## src/rtl/handshake_tx.sv

```systemverilog
// handshake_tx: sending side of a 4-phase req/ack handshake that moves one
// data word per transfer into a foreign clock domain. The returning
// acknowledge is synchronised locally; each handshake phase is guarded by a
// saturating timeout counter so a dead receiver cannot hang the sender.
module handshake_tx #(
  parameter int DATA_W         = 8,
  parameter int SYNC_STAGES    = 2,
  parameter int TIMEOUT_CYCLES = 1024
) (
  input  logic              clk,
  input  logic              rst,
  input  logic              in_valid,
  input  logic [DATA_W-1:0] in_data,
  output logic              in_ready,
  output logic              xfer_req,
  output logic [DATA_W-1:0] xfer_data,
  input  logic              xfer_ack,
  output logic              done,
  output logic              timeout
);

  // A zero timeout disables the counter; keep a 1-bit stub so widths stay legal.
  localparam bit             TO_EN   = (TIMEOUT_CYCLES > 0);
  localparam int             CNT_W   = TO_EN ? $clog2(TIMEOUT_CYCLES + 1) : 1;
  localparam logic [CNT_W-1:0] CNT_MAX = CNT_W'(TIMEOUT_CYCLES);

  localparam logic [1:0] S_IDLE    = 2'd0;
  localparam logic [1:0] S_REQ     = 2'd1;
  localparam logic [1:0] S_RELEASE = 2'd2;
  localparam logic [1:0] S_ABORT   = 2'd3;

  logic [SYNC_STAGES-1:0] sync_d, sync_q;
  logic                   ack_s;

  logic [1:0]        state_d, state_q;
  logic              req_d, req_q;
  logic [DATA_W-1:0] data_d, data_q;
  logic [CNT_W-1:0]  cnt_d, cnt_q;
  logic              done_d, done_q;
  logic              timeout_d, timeout_q;

  logic              cnt_hit;
  logic [CNT_W-1:0]  cnt_inc;

  // Synchroniser chain: stage 0 samples the raw ack, later stages shift it on.
  assign sync_d[0] = xfer_ack;
  genvar gi;
  generate
    for (gi = 1; gi < SYNC_STAGES; gi++) begin : g_sync
      assign sync_d[gi] = sync_q[gi-1];
    end
  endgenerate

  // Only the last synchroniser stage is ever looked at by the control logic.
  assign ack_s = sync_q[SYNC_STAGES-1];

  // Phase timer helpers: hit when the phase has lasted TIMEOUT_CYCLES, saturating increment.
  always_comb begin
    cnt_hit = TO_EN && (cnt_q == CNT_MAX);
    cnt_inc = '0;
    if (TO_EN) begin
      cnt_inc = (cnt_q == CNT_MAX) ? cnt_q : cnt_q + CNT_W'(1);
    end
  end

  // Handshake state machine: accept, wait ack high, wait ack low, or recover from a stall.
  always_comb begin
    state_d   = state_q;
    req_d     = req_q;
    data_d    = data_q;
    cnt_d     = cnt_q;
    done_d    = 1'b0;
    timeout_d = 1'b0;
    case (state_q)
      S_IDLE: begin
        // A stale ack from an aborted transfer blocks new work until it clears.
        if (in_valid && !ack_s) begin
          data_d  = in_data;
          req_d   = 1'b1;
          cnt_d   = '0;
          state_d = S_REQ;
        end
      end
      S_REQ: begin
        if (ack_s) begin
          req_d   = 1'b0;
          cnt_d   = '0;
          state_d = S_RELEASE;
        end else if (cnt_hit) begin
          timeout_d = 1'b1;
          req_d     = 1'b0;
          cnt_d     = '0;
          state_d   = S_ABORT;
        end else begin
          cnt_d = cnt_inc;
        end
      end
      S_RELEASE: begin
        if (!ack_s) begin
          done_d  = 1'b1;
          state_d = S_IDLE;
        end else if (cnt_hit) begin
          timeout_d = 1'b1;
          state_d   = S_IDLE;
        end else begin
          cnt_d = cnt_inc;
        end
      end
      S_ABORT: begin
        // Request already dropped; give a late ack a chance to fall quietly.
        if (!ack_s) begin
          state_d = S_IDLE;
        end else if (cnt_hit) begin
          timeout_d = 1'b1;
          state_d   = S_IDLE;
        end else begin
          cnt_d = cnt_inc;
        end
      end
      default: begin
        req_d   = 1'b0;
        state_d = S_IDLE;
      end
    endcase
  end

  // State, data and pulse registers with synchronous reset.
  always_ff @(posedge clk) begin
    if (rst) begin
      sync_q    <= '0;
      state_q   <= S_IDLE;
      req_q     <= 1'b0;
      data_q    <= '0;
      cnt_q     <= '0;
      done_q    <= 1'b0;
      timeout_q <= 1'b0;
    end else begin
      sync_q    <= sync_d;
      state_q   <= state_d;
      req_q     <= req_d;
      data_q    <= data_d;
      cnt_q     <= cnt_d;
      done_q    <= done_d;
      timeout_q <= timeout_d;
    end
  end

  assign in_ready  = (state_q == S_IDLE) && !ack_s;
  assign xfer_req  = req_q;
  assign xfer_data = data_q;
  assign done      = done_q;
  assign timeout   = timeout_q;

endmodule

```

## config.mk

```make
export PLATFORM = sky130hd
export DESIGN_NAME = handshake_tx
export DESIGN_NICKNAME = d
export VERILOG_FILES = /design/src/rtl/handshake_tx.sv
export SDC_FILE = /design/constraint.sdc
export NUM_CORES = 1
export LEC_CHECK = 0
export CAP_MARGIN = 20
export CELL_PAD_IN_SITES_DETAIL_PLACEMENT = 0
export CELL_PAD_IN_SITES_GLOBAL_PLACEMENT = 1
export CORE_MARGIN = 2
export CORE_UTILIZATION = 40
export DETAILED_ROUTE_END_ITERATION = 8
export PLACE_DENSITY_LB_ADDON = 0.1
export REMOVE_ABC_BUFFERS = 1
export SLEW_MARGIN = 20
export SYNTH_ARGS = -nofsm -noshare
export SYNTH_HDL_FRONTEND = slang
export SYNTH_SLANG_ARGS = --single-unit
```

## constraint.sdc

```tcl
create_clock -name clk -period 2.6 [get_ports clk]
set_input_delay 0.65 -clock clk [delete_from_list [all_inputs] [get_ports clk]]
set_output_delay 0.65 -clock clk [all_outputs]
set_load 0.02 [all_outputs]
```

==> impl_metrics.ini <==
[finish]
fill_cells = 297
area_delta_synth_final_pct = 25.3
diodes = 0
nNetsFinal = 183
drive_gt1_frac = 0.0952

[synth]
yosysSeqAreaShare = 0.417
async_flop_share = 0
synth_edf_count = 0
synth_area_sq_mm = 0.00125
synth_fa_ha_area_frac = 0.0201
synth_top_family_by_area = compound AO/OA/AOI/OAI gates
synthMuxAreaShare = 0.0411
netlist_instances = 144
synth-compound-area-share = 0.246
ys.flop_type = dfxtp_1
synthXorXnorAreaFrac = 0.00702
synth-simple-area-share = 0.208
ys_warn_count = 0
synth_cell_types = 35
avgSynthCellArea_sq_um = 8.66
ys_ff_latch = 26

[timing]
fin_setup_tns_ns = 0
setup_slack_ns = 0.339
skew_ns = 0.00298
worst_pin_slew_ns = 0.732
min_period_over_period = 0.870
final.min_clock_period_ns = 2.26
setup_viol = 0
rsz0062_at_grt = no
fmax_ghz = 0.442
hold_viol = 0
relSlewSlack = 0.507
finalMaxSlewViolations = 0

[routing]
firstDrtPassIters = 4
wirelength_um = 2620
viasPerCell = 5.45
drt_iter0_drc = 49
wl_per_cell_um = 13.0
ant_nets = 0
vias = 1096
route.detailed.drc = 0

[run_status]
status = finished clean

[clocking]
ctsHtreeMaxLevel = 1
clock_latency_ns = 0.31
cts_resized = 0
clkTransAtPathRegs_ns = 0.14
cts_sinks = 26
cts_root_buffer = clkbuf_4
cts_buffer_depth = 2
postCtsSetupBuffers = 0
cts_buffers = 3
ctsHoldBuffers = 0
cts_tree = done

[place]
routabilityCongestion = 0.760
hpwl_um = 1960
place_ws_ns = 0.152
placement.io_buffers = 23

[grt]
grt_pass1_wl_um = 4630
grt_max_degree = 16
grt_pass1_vias = 1053
antenna_found_initial = 0
grt_overflow = 0
gr-usage-all-layers = 0.168

[floorplan]
die-width_um = 59.8
die_h_um = 59.8
start_util = 0.415
ioPinCount = 24
die_area_sq_mm = 0.00358
rows = 20
core_area_sq_mm = 0.00300

[setup_path]
startpoint_type = flip-flop
worstPathRequired_ns = 1.95
path_class = reg -> out
cp.arrival_ns = 1.61
crit_path_end_kind = output port
cpMaxStageDelayCell = clkdlybuf4s50_1
critPathMaxFanout = 9
cp_slowest_stage_delay_ns = 0.64
path_cells = nor3_1 -> clkdlybuf4s50_1

[flow_run]
maxCapViolations = 0

[power_and_ir_drop]
ir_drop_mv = 0.230
p_leak_uw = 0.000510
pwr_density_cell_mw_per_mm2 = 531
p_total_uw = 830

[hold_path]
hold_path_class = reg -> reg
cell usage in the layout, fill, tap and decap left out, drive strengths merged, types with 2 or more instances in the layout:
master / instances
a2111oi: 2
a21oi: 19
a311oi: 2
buf: 4
clkbuf: 3
clkdlybuf4s50: 23
dfxtp: 26
ha: 2
inv: 9
mux2i: 4
nand2: 19
nand3: 6
nor2: 5
nor2b: 3
nor4: 2
nor4b: 2
o211ai: 9
o21ai: 9
o31ai: 2
or3: 2
or4: 2
synth_stat cells, types with 2 or more instances:
library cell | count | share of area
a2111oi_1 | 2 | 0.016
o31ai_1 | 2 | 0.012
nor2b_1 | 3 | 0.015
clkbuf_1 | 2 | 0.0060
nand3_1 | 6 | 0.024
nor4_1 | 2 | 0.010
nor2_1 | 5 | 0.015
or4_1 | 2 | 0.012
o21ai_0 | 8 | 0.032
mux2i_1 | 4 | 0.032
or3_1 | 2 | 0.010
a21oi_1 | 19 | 0.076
nand2_1 | 19 | 0.057
buf_2 | 4 | 0.016
inv_1 | 9 | 0.027
dfxtp_1 | 26 | 0.42
a311oi_2 | 2 | 0.024
o211ai_1 | 9 | 0.054
ha_1 | 2 | 0.020
metrics by stage:
| step | cell area (sq um) | utilization | hold WS, ns | cells |
|---|---|---|---|---|
| finish | 1560 | 0.520 | 0.459 | 201 |
| global route | 1560 | 0.520 | 0.486 | 201 |
| CTS | 1560 | 0.520 | 0.462 | 201 |
| detailed placement | 1510 | 0.503 | 0.436 | 197 |
| global placement | 1510 | 0.503 | 0.434 | 197 |
| floorplan | 1210 | - | 0.414 | 137 |
layer usage:
layer | wire [um] | vias to the layer above | global-route usage
li1 | - | 569 | -
met1 | 1280 | 511 | 0.234
met2 | 1250 | 14 | 0.259
met3 | 73 | 2 | 0.0260
met4 | 17 | 0 | 0.0635
met5 | 0 | - | 0
worst paths after layout:
path                                 start         to  cells past startpoint  slack (ns)
worst min-delay path             sync_q[0]  sync_q[1]                      1        0.46
worst max register to register    cnt_q[5]   cnt_q[7]                      4        0.61
worst max-delay path            state_q[0]   in_ready                      2        0.34
worst min register to register   sync_q[0]  sync_q[1]                      1        0.46
power breakdown:
part,internal [uW],switching [uW]
sequential,413,12.2
combinational,61.6,70.1
clock,156,118
state kept, by name, summed over array words and instances, names as in the netlist:
| signal | flops |
|---|---|
| sync_q | 2 |
| done | 1 |
| xfer_req | 1 |
| xfer_data | 8 |
| cnt_q | 11 |
| timeout | 1 |
| state_q | 2 |
kinds of logic (layout without fill, tap and decap cells):
logic type,count (synthesis),in the layout
xor+xnor,1,1
compound gates,46,46
fa+ha+maj,2,2
buf+inv,17,41
flops,26,26
simple gates,47,47
mux,5,5
critical path, delay by kind of cell (launching register included):
family                 cells  cell delay [ns]
buffers and inverters      1             0.64
DFF                        1             0.44
and+or+nand+nor            1             0.23
area by class of cell:
type                       count  area [sq um]  area share
clock buffer                   3          22.5      0.0144
timing repair buffer          27           260       0.167
tap                           33          41.3      0.0264
clock inverter                 1          30.0      0.0192
sequential                    26           520       0.333
inverter                      10          37.5      0.0240
multi-input combinational    101           651       0.416
No activity file was read; power rests on OpenSTA's default activity.
